==> config.mk <==
export PLATFORM = sky130hd
export DESIGN_NAME = pulse_peak_detector
export DESIGN_NICKNAME = d
export VERILOG_FILES = /design/src/rtl/pulse_peak_detector.sv
export SDC_FILE = /design/constraint.sdc
export NUM_CORES = 1
export LEC_CHECK = 0
export CORE_UTILIZATION = 50
export CTS_BUF_LIST = sky130_fd_sc_hd__clkbuf_8 sky130_fd_sc_hd__clkbuf_16
export DETAILED_ROUTE_END_ITERATION = 10
export HOLD_SLACK_MARGIN = 0.06
export PLACE_DENSITY = 0.71
export SYNTH_ARGS = -nofsm -noshare
export SYNTH_HDL_FRONTEND = slang
export SYNTH_SLANG_ARGS = --single-unit
export TNS_END_PERCENT = 5
==> constraint.sdc <==
create_clock -name clk -period 12.44 [get_ports clk]
set_input_delay 1.244 -clock clk [delete_from_list [all_inputs] [get_ports clk]]
set_output_delay 1.244 -clock clk [all_outputs]
set_load 0.02 [all_outputs]
==> src/rtl/pulse_peak_detector.sv <==
// Pulse peak detector: finds above-threshold pulses in a filtered sample stream and
// reports peak amplitude, peak timestamp and pulse width through a valid/ready event port.
`ifndef SIZE_FILTER_DATA
`define SIZE_FILTER_DATA 16
`endif

module pulse_peak_detector #(
    parameter int DATA_W  = `SIZE_FILTER_DATA,
    parameter int TS_W    = 32,
    parameter int WIDTH_W = 12
) (
    input  logic               clk,
    input  logic               reset,
    input  logic               enable,
    input  logic [DATA_W-1:0]  input_data,
    input  logic [DATA_W-1:0]  threshold,
    input  logic [7:0]         holdoff,
    output logic               event_valid,
    input  logic               event_ready,
    output logic [DATA_W-1:0]  event_amp,
    output logic [TS_W-1:0]    event_time,
    output logic [WIDTH_W-1:0] event_width,
    output logic [1:0]         event_flags,
    output logic [7:0]         lost_count
);

    typedef enum logic [1:0] {
        IDLE    = 2'd0,
        PULSE   = 2'd1,
        HOLDOFF = 2'd2
    } state_t;

    localparam logic [WIDTH_W-1:0] WIDTH_MAX = '1;

    state_t              state_r, state_s;
    logic [TS_W-1:0]     ts_cnt_r;
    logic [TS_W-1:0]     ts_r;
    logic [DATA_W-1:0]   x_r;
    logic [DATA_W-1:0]   peak_r, peak_s;
    logic [TS_W-1:0]     ptime_r, ptime_s;
    logic [WIDTH_W-1:0]  width_r, width_s;
    logic                sat_r, sat_s;
    logic [7:0]          cnt_r, cnt_s;
    logic                done_s;
    logic                above_s;
    logic                higher_s;

    logic                done_r;
    logic [DATA_W-1:0]   done_amp_r;
    logic [TS_W-1:0]     done_time_r;
    logic [WIDTH_W-1:0]  done_width_r;
    logic                done_sat_r;

    logic                event_valid_r;
    logic [DATA_W-1:0]   event_amp_r;
    logic [TS_W-1:0]     event_time_r;
    logic [WIDTH_W-1:0]  event_width_r;
    logic [1:0]          event_flags_r;
    logic [7:0]          lost_count_r;
    logic                lost_flag_r;

    assign above_s  = $signed(x_r) > $signed(threshold);
    assign higher_s = $signed(x_r) > $signed(peak_r);

    // Free-running timestamp and input sample register.
    always_ff @(posedge clk or posedge reset) begin
        if (reset) begin
            ts_cnt_r <= '0;
            ts_r     <= '0;
            x_r      <= '0;
        end else begin
            ts_cnt_r <= ts_cnt_r + TS_W'(1);
            ts_r     <= ts_cnt_r;
            x_r      <= input_data;
        end
    end

    // Detection FSM state and pulse accumulators.
    always_ff @(posedge clk or posedge reset) begin
        if (reset) begin
            state_r <= IDLE;
            peak_r  <= '0;
            ptime_r <= '0;
            width_r <= '0;
            sat_r   <= 1'b0;
            cnt_r   <= 8'd0;
        end else begin
            state_r <= state_s;
            peak_r  <= peak_s;
            ptime_r <= ptime_s;
            width_r <= width_s;
            sat_r   <= sat_s;
            cnt_r   <= cnt_s;
        end
    end

    // Detection FSM next state; a pulse ends on the first sample at or below threshold.
    always_comb begin
        state_s = state_r;
        peak_s  = peak_r;
        ptime_s = ptime_r;
        width_s = width_r;
        sat_s   = sat_r;
        cnt_s   = cnt_r;
        done_s  = 1'b0;
        if (!enable) begin
            state_s = IDLE;
        end else begin
            case (state_r)
                IDLE: begin
                    if (above_s) begin
                        state_s = PULSE;
                        peak_s  = x_r;
                        ptime_s = ts_r;
                        width_s = WIDTH_W'(1);
                        sat_s   = 1'b0;
                    end else begin
                        state_s = IDLE;
                    end
                end
                PULSE: begin
                    if (above_s) begin
                        if (width_r == WIDTH_MAX) begin
                            sat_s = 1'b1;
                        end else begin
                            width_s = width_r + WIDTH_W'(1);
                        end
                        // Strict compare keeps the first of equal maxima.
                        if (higher_s) begin
                            peak_s  = x_r;
                            ptime_s = ts_r;
                        end else begin
                            peak_s  = peak_r;
                        end
                    end else begin
                        done_s = 1'b1;
                        if (holdoff == 8'd0) begin
                            state_s = IDLE;
                        end else begin
                            state_s = HOLDOFF;
                            cnt_s   = holdoff;
                        end
                    end
                end
                HOLDOFF: begin
                    if (cnt_r <= 8'd1) begin
                        state_s = IDLE;
                        cnt_s   = 8'd0;
                    end else begin
                        cnt_s   = cnt_r - 8'd1;
                    end
                end
                default: begin
                    state_s = IDLE;
                end
            endcase
        end
    end

    // Completion stage: captures the finished pulse one clock before the output register.
    always_ff @(posedge clk or posedge reset) begin
        if (reset) begin
            done_r       <= 1'b0;
            done_amp_r   <= '0;
            done_time_r  <= '0;
            done_width_r <= '0;
            done_sat_r   <= 1'b0;
        end else begin
            done_r <= done_s;
            if (done_s) begin
                done_amp_r   <= peak_r;
                done_time_r  <= ptime_r;
                done_width_r <= width_r;
                done_sat_r   <= sat_r;
            end
        end
    end

    // Event output register with drop-on-backpressure and lost-event bookkeeping.
    always_ff @(posedge clk or posedge reset) begin
        if (reset) begin
            event_valid_r <= 1'b0;
            event_amp_r   <= '0;
            event_time_r  <= '0;
            event_width_r <= '0;
            event_flags_r <= 2'b00;
            lost_count_r  <= 8'd0;
            lost_flag_r   <= 1'b0;
        end else begin
            if (done_r) begin
                if (!event_valid_r || event_ready) begin
                    event_valid_r <= 1'b1;
                    event_amp_r   <= done_amp_r;
                    event_time_r  <= done_time_r;
                    event_width_r <= done_width_r;
                    event_flags_r <= {lost_flag_r, done_sat_r};
                    lost_flag_r   <= 1'b0;
                end else begin
                    lost_flag_r <= 1'b1;
                    if (lost_count_r != 8'hFF) begin
                        lost_count_r <= lost_count_r + 8'd1;
                    end
                end
            end else if (event_valid_r && event_ready) begin
                event_valid_r <= 1'b0;
            end
        end
    end

    assign event_valid = event_valid_r;
    assign event_amp   = event_amp_r;
    assign event_time  = event_time_r;
    assign event_width = event_width_r;
    assign event_flags = event_flags_r;
    assign lost_count  = lost_count_r;

endmodule
==> impl_metrics.toml, run 1 <==
[place]
dp.cells = 1204
post-place-ws_ns = 7.66
gp_congestion = 0.848
dpl-instance-area_sq_um = 12900
place_hpwl_microns = 13200
port-buffer-count = 114

[clocking]
clkSlewWorstSetupHoldPaths_ns = 0.06
cts_max_path_buffers = 3
postCtsSetupBuffers = 0
cts_tree = "built"
clkLatencyLatePin_ns = 0.53
cts.sinks = 285
holdBufCountCts = 0
cts_root_buf = "clkbuf_16"
cts_buffers = 29
cts_resized = 0
cts_max_level = 1

[global_routing]
gr-total-overflow = 0
grt_pass1_wl_microns = 35200
gr-usage-all-layers = 0.182
grt_max_degree = 134
antenna_found_initial = 0
grt_pass1_vias = 7043

[logic_synthesis]
synthArstFlopShare = 1.00
yosysTopAreaCell = "dfrtp_1"
synth_flop_cell = "dfrtp_1"
synth_cells = 827
synth_edf_count = 0
syn_nets = 908
ys_ff_latch = 285
synth_top_area_frac = 0.623
synth-seq-area-share = 0.623
synth.distinct_cells = 54
avgSynthCellArea_sq_um = 13.8
yosys-top-cells-area = "dfrtp_1, mux2_2, ha_1"
yosys_warnings = 0
synthesis.area_sq_um = 11400

[die]
die_x_microns = 153
die_h_microns = 153
num_io_pins = 115
core_area_sq_um = 22200
start_util = 0.516
rows = 54
die-area_sq_um = 23500

[power]
irDropWorstVdd_mv = 0.102
clock_power_share = 0.364
swShare = 0.259
static-leakage-power_nw = 6.61
seqPwrFrac = 0.461
power_frac_comb = 0.175
p_switching_mw = 0.643
p_int_mw = 1.84
power_density_nw_per_um2 = 179

[timing]
setup_violations = 0
fin_skew_ns = 0.0102
fin_crit_ns = 4.25
finalMaxSlewViolations = 0
fin_crit_sh = 0.342
hold_viol = 0
final.setup.tns_ns = 0
max_clock_freq_mhz = 235
rsz0062_at_grt = "false"
relSlewSlack = 0.366
worst_slack_ns = 8.19
tightest_slew_ns = 0.952

[drt]
first_pass_iters = 4
routed_wirelength_microns = 20000
wl_per_cell_microns = 15.9
drc = 0
drtAntennaViolNets = 0
vias = 6703
drt_iter0_drc = 281
routed_via_density = 5.33

[cells_and_area]
drive_above_1_share = 0.221
nets = 1036
antenna_cells = 0
area_growth_pct = 21.3
post-route-util = 0.626
instances_no_fill = 1257
design_area_sq_um = 13900

[setup_path]
r2r-start = "x_r[1]"
critPathLaunch = "threshold[1]"
crit_path_end_kind = "flip-flop"
path_class = "primary input to flip-flop"
worst_ep_arrival_time_ns = 4.66
cp_max_fo = 65
cp_cell_sequence = "clkdlybuf4s50_1 > inv_1 > ha_1 > nor2b_1 > o211ai_1 > a2111oi_0 > o311ai_0 > and4_2 > buf_4 > a21boi_2 > a221o_1"
critPathLaunchType = "primary input"
critical_path.slowest_cell = "buf_4"
worstPathRequired_ns = 12.85
cpPeakStageDelay_ns = 0.68

[worst_hold_path]
hold_start = "ts_cnt_r[31]"
min_path_type = "flip-flop to flip-flop"

[outcome]
status = "completed"

[flow_run]
drv_cap = 0
[critical path: cells and delay by family]
family | cells | cell delay (ns)
compound gates | 5 | 1.47
simple gates | 2 | 0.44
fa+ha+maj | 1 | 0.29
buf+inv | 3 | 1.17
[path summary, 6_finish.rpt]
check                                 endpoint  slack (ns)  depth (start not counted)
worst min register to register        ts_r[31]        0.41                          0
worst max register to register        cnt_r[2]        8.99                          9
min in group asynchronous       event_time[21]        1.32                          2
max in group asynchronous             cnt_r[0]        9.62                          3
worst max-delay path                  cnt_r[2]        8.19                         11
worst min-delay path                  ts_r[31]        0.41                          0
[per-layer routing]
metal,track usage,routed length (microns)
met3,0.0264,836
met5,0,0
met4,0.0471,350
met1,0.262,9730
met2,0.290,9120
[synth_stat cells (7+ instances only)]
cell,count
dfrtp_1,285
nor3_1,9
and3_1,8
nand3_1,24
a21oi_1,18
clkbuf_1,9
nand2_1,36
xnor2_1,28
nand4_1,13
xor2_1,9
mux2_2,153
o21ai_0,16
inv_1,46
buf_2,7
nor2_1,29
ha_1,37
mux2_1,20
[cell usage in the layout, fill, tap and decap left out, types with 2 or more instances in the layout]
master / synthesis / routed
o22ai_1: 3 / 3
a21oi_1: 18 / 18
mux2_2: 153 / 153
buf_4: 2 / 4
nand3_1: 24 / 24
nand4_1: 13 / 13
a221o_1: 3 / 3
clkinvlp_4: 0 / 3
clkdlybuf4s50_1: 0 / 114
o41ai_1: 3 / 3
a31oi_1: 3 / 3
o21a_1: 3 / 3
nand2b_1: 6 / 6
nand2_1: 36 / 35
dfrtp_1: 285 / 285
xor2_1: 9 / 9
clkbuf_8: 0 / 4
nor2_1: 29 / 29
nor3_1: 9 / 9
mux2i_1: 3 / 3
bufinv_16: 0 / 5
or3_1: 5 / 5
o21ai_0: 16 / 16
clkbuf_16: 0 / 29
and2_1: 2 / 2
mux2_1: 20 / 20
nor2b_1: 4 / 4
xnor2_1: 28 / 28
inv_1: 46 / 47
o31ai_1: 5 / 5
nor4_1: 4 / 4
clkinv_2: 0 / 9
a21o_1: 6 / 6
ha_1: 37 / 37
o211ai_1: 2 / 2
and3_1: 8 / 8
o21bai_1: 3 / 3
[final cells by class]
| cell class | instances | area [sq um] |
|---|---|---|
| Fill cell | 1689 | 8280 |
| Sequential cell | 285 | 7130 |
| Multi-Input combinational cell | 475 | 4030 |
| Timing Repair Buffer | 118 | 1170 |
| Clock buffer | 33 | 781 |
| Tap cell | 280 | 350 |
| Clock inverter | 20 | 234 |
| Inverter | 46 | 180 |
[logic make-up (layout without fill, tap and decap cells)]
group                      count (synthesis)  count (layout)  synth area share
AOI/OAI and AO/OA                         77              77            0.0447
xor gates and xnor gates                  37              37            0.0283
adders and majority gates                 37              37            0.0405
buffers and inverters                     67             217            0.0260
DFF                                      285             285             0.623
muxes                                    176             176             0.173
and+or+nand+nor                          148             148            0.0644
[flip-flops by register name, summed over array words and instances (netlist names), 16 cells and up]
register	cells
done_amp_r	16
event_amp	16
ts_cnt_r	32
event_time	32
ptime_r	32
x_r	16
done_time_r	32
peak_r	16
ts_r	32
[metrics by stage]
stage                     total power [mW]  hold WS (ns)
after floorplan                       1.43         0.373
after global placement                1.58         0.389
after detailed placement              1.60         0.394
after CTS                             2.51         0.412
after global routing                  2.60         0.423
final                                 2.48         0.408
[power groups by stage]
stage	Sequential [mW]	Combinational, mW	Clock [mW]
2_1_floorplan	1.19	0.240	0
3_3_place_gp	1.16	0.425	0
3_5_place_dp	1.16	0.437	0
4_1_cts	1.15	0.440	0.924
5_1_grt	1.16	0.480	0.961
6_report	1.14	0.433	0.904
(Power assumes the default switching activity.)
==> run 2, diff against run 1 <==
Settings changed: PLACE_DENSITY 0.71 to 0.74.
Clock period 12.44 ns to 3.85 ns, I/O delays scaled along.
==> run 2 against run 1 <==
Clock power increased to 3.0 times the previous value. Core utilization increased by 0.25 points. Global-route usage decreased by 0.10 points. Flip-flop and latch count unchanged. Largest power group unchanged.
==> impl_metrics.toml, run 2 (synthesized netlist as in run 1, its figures left out) <==
[setup_path]
r2r-start = "x_r[11]"
path_class = "flip-flop to flip-flop"
cp_cell_sequence = "ha_1 > nand4_1 > a2111oi_0 > o311ai_0 > a21o_1 > buf_4 > inv_1 > nand2_1 > o41ai_1"
critical_path.slowest_cell = "a2111oi_0"
crit_path_end_kind = "flip-flop"
rr_worst_depth = 9
critPathLaunch = "x_r[11]"
cp_max_fo = 14
critPathLaunchType = "flip-flop"
worstPathRequired_ns = 4.25
r2r_setup_slack_ns = 0.67
rr_endpoint = "width_r[5]"
worst_ep_arrival_time_ns = 3.58
cpPeakStageDelay_ns = 0.60

[clocking]
holdBufCountCts = 0
postCtsSetupBuffers = 0
cts_tree = "built"
cts_root_buf = "clkbuf_16"
clkLatencyLatePin_ns = 0.52
clkSlewWorstSetupHoldPaths_ns = 0.06
cts_max_level = 1
cts_max_path_buffers = 3
cts_buffers = 29
cts.sinks = 285
cts_resized = 0

[global_routing]
grt_pass1_wl_microns = 34900
gr-usage-all-layers = 0.181
gr-total-overflow = 0
grt_pass1_vias = 6934
antenna_found_initial = 0
grt_max_degree = 85

[timing]
fin_crit_ns = 3.18
tightest_slew_ns = 0.895
fin_crit_sh = 0.825
relSlewSlack = 0.404
hold_viol = 0
finalMaxSlewViolations = 0
setup_violations = 0
fin_skew_ns = 0.00992
max_clock_freq_mhz = 315
rsz0062_at_grt = "false"

[drt]
wl_met1_microns = 9490
first_pass_iters = 4
routed.top_layer = "met4"
drt_iter0_drc = 274
wl_per_cell_microns = 15.8
drc = 0
drtAntennaViolNets = 0
vias = 6694
routed_via_density = 5.30
route.met2.wl_microns = 9390
routed_wirelength_microns = 20000
wl_met3_microns = 716

[cells_and_area]
final_cell_mix = "dfrtp_1, mux2_2, clkdlybuf4s50_1, inv_1, ha_1"
register_area_sq_um = 7130
fillCellCount = 1671
area_growth_pct = 21.8
antenna_cells = 0
drive_above_1_share = 0.226
multi_input_area_sq_um = 4030
post-route-util = 0.629
nets = 1044
instances_no_fill = 1264
final_common_cell = "dfrtp_1"

[flow_run]
drv_cap = 0

[place]
place_hpwl_microns = 13300
gp_congestion = 0.869
dp.cells = 1212
port-buffer-count = 114

[power]
power_density_nw_per_um2 = 561
irDropWorstVdd_mv = 0.474
static-leakage-power_nw = 6.63
total_power_mw = 7.81

[outcome]
status = "completed"

[die]
rows = 54
die_h_microns = 153
die-area_sq_um = 23500
core_area_sq_um = 22200
num_io_pins = 115
die_x_microns = 153
start_util = 0.516

[worst_hold_path]
min_path_type = "primary input to async pin"
[run 2: cell count changes in the layout (fill, tap and decap cells not counted), sizes merged]
cell / before / now
bufinv: 5 / 1
clkinv: 9 / 8
clkinvlp: 3 / 5
clkbuf: 33 / 35
buf: 4 / 12
[run 2: final cells by class]
type,count,share of cell area
inverters,46,0.0127
clock inverters,17,0.00934
repair buffers,126,0.0937
flip-flops and latches,285,0.512
well taps,280,0.0251
multi-input cells,475,0.289
clock buffers,35,0.0580
[run 2: layer usage]
| layer | global-route usage | vias up |
|---|---|---|
| met4 | 0.0423 | 0 |
| met2 | 0.296 | 122 |
| li1 | - | 3193 |
| met3 | 0.0255 | 23 |
| met5 | 0 | - |
| met1 | 0.256 | 3356 |
[run 2: worst max path at each step]
stage	cells past startpoint	to
floorplan	1	cnt_r[0]
global placement	11	peak_r[5]
detailed placement	12	width_r[5]
CTS	9	width_r[5]
global route	9	width_r[5]
finish	9	width_r[5]
[run 2: worst max-delay path, delay by kind of cell (launching register included)]
kind	cells	cell delay, ns
buffers and inverters	2	0.33
and+or+nand+nor	2	0.40
adders and majority gates	1	0.33
AOI/OAI and AO/OA	4	1.56
DFF	1	0.43
[run 2: report_power, final]
| part | internal [mW] | switching (mW) | total (mW) |
|---|---|---|---|
| Sequential | 3.41 | 0.290 | 3.70 |
| Clock | 1.56 | 1.12 | 2.69 |
| Combinational | 0.759 | 0.662 | 1.42 |
| Total | 5.74 | 2.08 | 7.81 |
[run 2: stage by stage]
step                cell area [sq um]  TNS (ns)  hold WS [ns]  setup WS, ns
global route                    13900         0         0.289         0.341
detailed placement              13000         0         0.390         0.282
CTS                             13900         0         0.278         0.718
finish                          13900         0         0.297         0.672
global placement                13000         0         0.385         0.359
floorplan                       11400    -88.99         0.373        -0.312
==> run 3, diff against run 2 <==
Clock period 3.85 ns to 2.65 ns, I/O delays scaled along.
==> run 3 against run 2 <==
The run now ends with setup timing left. Cell count up 3.9%. Wire length up 12%. Sequential share of layout area down 3.1 points. Fmax up 8.9%. Clock-buffer cell count down 5. Cell area up 6.5%. Die area unchanged. Clock power up 48%. Via count up 4.6%. Setup slack worse by 0.94 ns. Hold slack worse by 0.19 ns. Total power up 51%. Largest power group unchanged.
==> impl_metrics.toml, run 3 (synthesized netlist as in run 1, its figures left out) <==
[outcome]
status = "complete, but fails checks"
violations = "setup timing"

[setup_path]
critical_path.slowest_cell = "or4b_4"
cp_max_fo = 13
critPathTopFamily = "compound AO/OA/AOI/OAI gates"
critPathLaunchType = "flip-flop"
path_buf_inv = 1
path_class = "flip-flop to flip-flop"
cpPeakStageDelay_ns = 0.55
cp_cell_sequence = "ha_4 > nor2b_4 > o211ai_1 > a2111oi_4 > or4b_4 > a21o_4 > a21oi_4 > buf_6 > mux2_2"
crit_path_end_kind = "flip-flop"
worst_ep_arrival_time_ns = 3.34
worstPathRequired_ns = 3.07

[timing]
final.setup.tns_ns = -22.53
fin_crit_ns = 2.92
relSlewSlack = 0.622
rsz0062_at_grt = "true"
hold_viol = 0
fin_skew_ns = 0.0109
finalMaxSlewViolations = 0
tightest_slew_ns = 0.563
setup_violations = 123
fin_crit_sh = 1.10
worst_slack_ns = -0.267
max_clock_freq_mhz = 343

[cells_and_area]
post-route-util = 0.670
area_growth_pct = 29.7
nets = 1092
fillCellCount = 1602
multi_input_area_sq_um = 4420
antenna_cells = 0
final_common_cell = "dfrtp_1"
design_area_sq_um = 14800
drive_above_1_share = 0.309
register_area_sq_um = 7140
final_cell_mix = "dfrtp_1, mux2_2, clkdlybuf4s50_1, inv_1, buf_4"

[flow_run]
drv_cap = 0

[global_routing]
antenna_found_initial = 0
grt_max_degree = 46
grt_pass1_vias = 7303
gr-usage-all-layers = 0.192
grt_pass1_wl_microns = 36700
gr-total-overflow = 0

[clocking]
cts_tree = "built"
cts_max_path_buffers = 3
cts_root_buf = "clkbuf_16"
clkLatencyLatePin_ns = 0.54
cts.sinks = 285
cts_max_level = 1
clkSlewWorstSetupHoldPaths_ns = 0.06
cts_buffers = 28

[drt]
drtAntennaViolNets = 0
routed_via_density = 5.33
wl_per_cell_microns = 17.0
first_pass_iters = 5
routed_wirelength_microns = 22300
vias = 7000
drc = 0
drt_iter0_drc = 276

[power]
irDropWorstVdd_mv = 0.619
static-leakage-power_nw = 6.99
power_density_nw_per_um2 = 795

[die]
core_area_sq_um = 22200
die_h_microns = 153
die_x_microns = 153
start_util = 0.516
rows = 54
die-area_sq_um = 23500
num_io_pins = 115

[place]
port-buffer-count = 114
gp_congestion = 0.833
dpl-instance-area_sq_um = 13300
place_hpwl_microns = 14500

[worst_hold_path]
min_path_type = "primary input to async pin"
-- run 3: worst paths after layout --
check | startpoint | to | slack [ns] | cells past startpoint
hold / removal | reset | ts_cnt_r[28] | 0.10 | 2
max in group asynchronous | reset | x_r[14] | 1.66 | 4
setup / recovery | x_r[1] | ptime_r[23] | -0.27 | 9
hold reg to reg | ts_cnt_r[16] | ts_r[16] | 0.41 | 0
setup reg to reg | x_r[1] | ptime_r[23] | -0.27 | 9
min in group clk | input_data[11] | x_r[11] | 0.16 | 1
-- run 3: repair_timing --
action | 4_1_cts | 5_1_grt
buffers inserted | 2 | 14
resized for setup | 20 | 74
endpoints found under the setup margin | 129 | 130
gates cloned | 1 | 1
hold buffers | 0 | 0
pin swaps | 5 | 6
endpoints found under the hold margin | 0 | 0
-- run 3: layout make-up --
cell class	instances	area share
sequential	285	0.481
multi-input combinational	475	0.298
timing repair buffer	175	0.122
clock buffer	30	0.0491
tap	280	0.0236
clock inverter	22	0.0146
inverter	46	0.0122
-- run 3: report_power, final --
| part | leakage (nW) | switching (mW) | total (mW) | internal, mW |
|---|---|---|---|---|
| Combinational | 2.77 | 1.10 | 2.45 | 1.35 |
| Sequential | 3.75 | 0.407 | 5.37 | 4.96 |
| Clock | 0.471 | 1.68 | 3.98 | 2.30 |
-- run 3: per-layer routing --
layer	part of all wire	global-route usage
met1	0.45	0.263
met2	0.49	0.321
met3	0.039	0.0278
met4	0.019	0.0505
met5	0	0
-- run 3: stage by stage --
| step | setup WS (ns) | hold slack [ns] | total power [mW] | std cells |
|---|---|---|---|---|
| global placement | -0.600 | 0.387 | 7.61 | 1247 |
| detailed placement | -0.729 | 0.398 | 7.69 | 1247 |
| CTS | -0.264 | 0.0948 | 11.7 | 1302 |
| floorplan | -1.39 | 0.296 | 6.69 | 827 |
| global route | -0.350 | 0.125 | 12.4 | 1313 |
| finish | -0.267 | 0.103 | 11.8 | 1313 |
-- run 3: worst reg2reg max path: cells and delay by family (launching register included) --
| kind | cells | cell delay [ns] |
|---|---|---|
| simple gates | 2 | 0.67 |
| mux | 1 | 0.37 |
| fa+ha+maj | 1 | 0.23 |
| compound gates | 4 | 0.88 |
| flops | 1 | 0.42 |
| buf+inv | 1 | 0.24 |
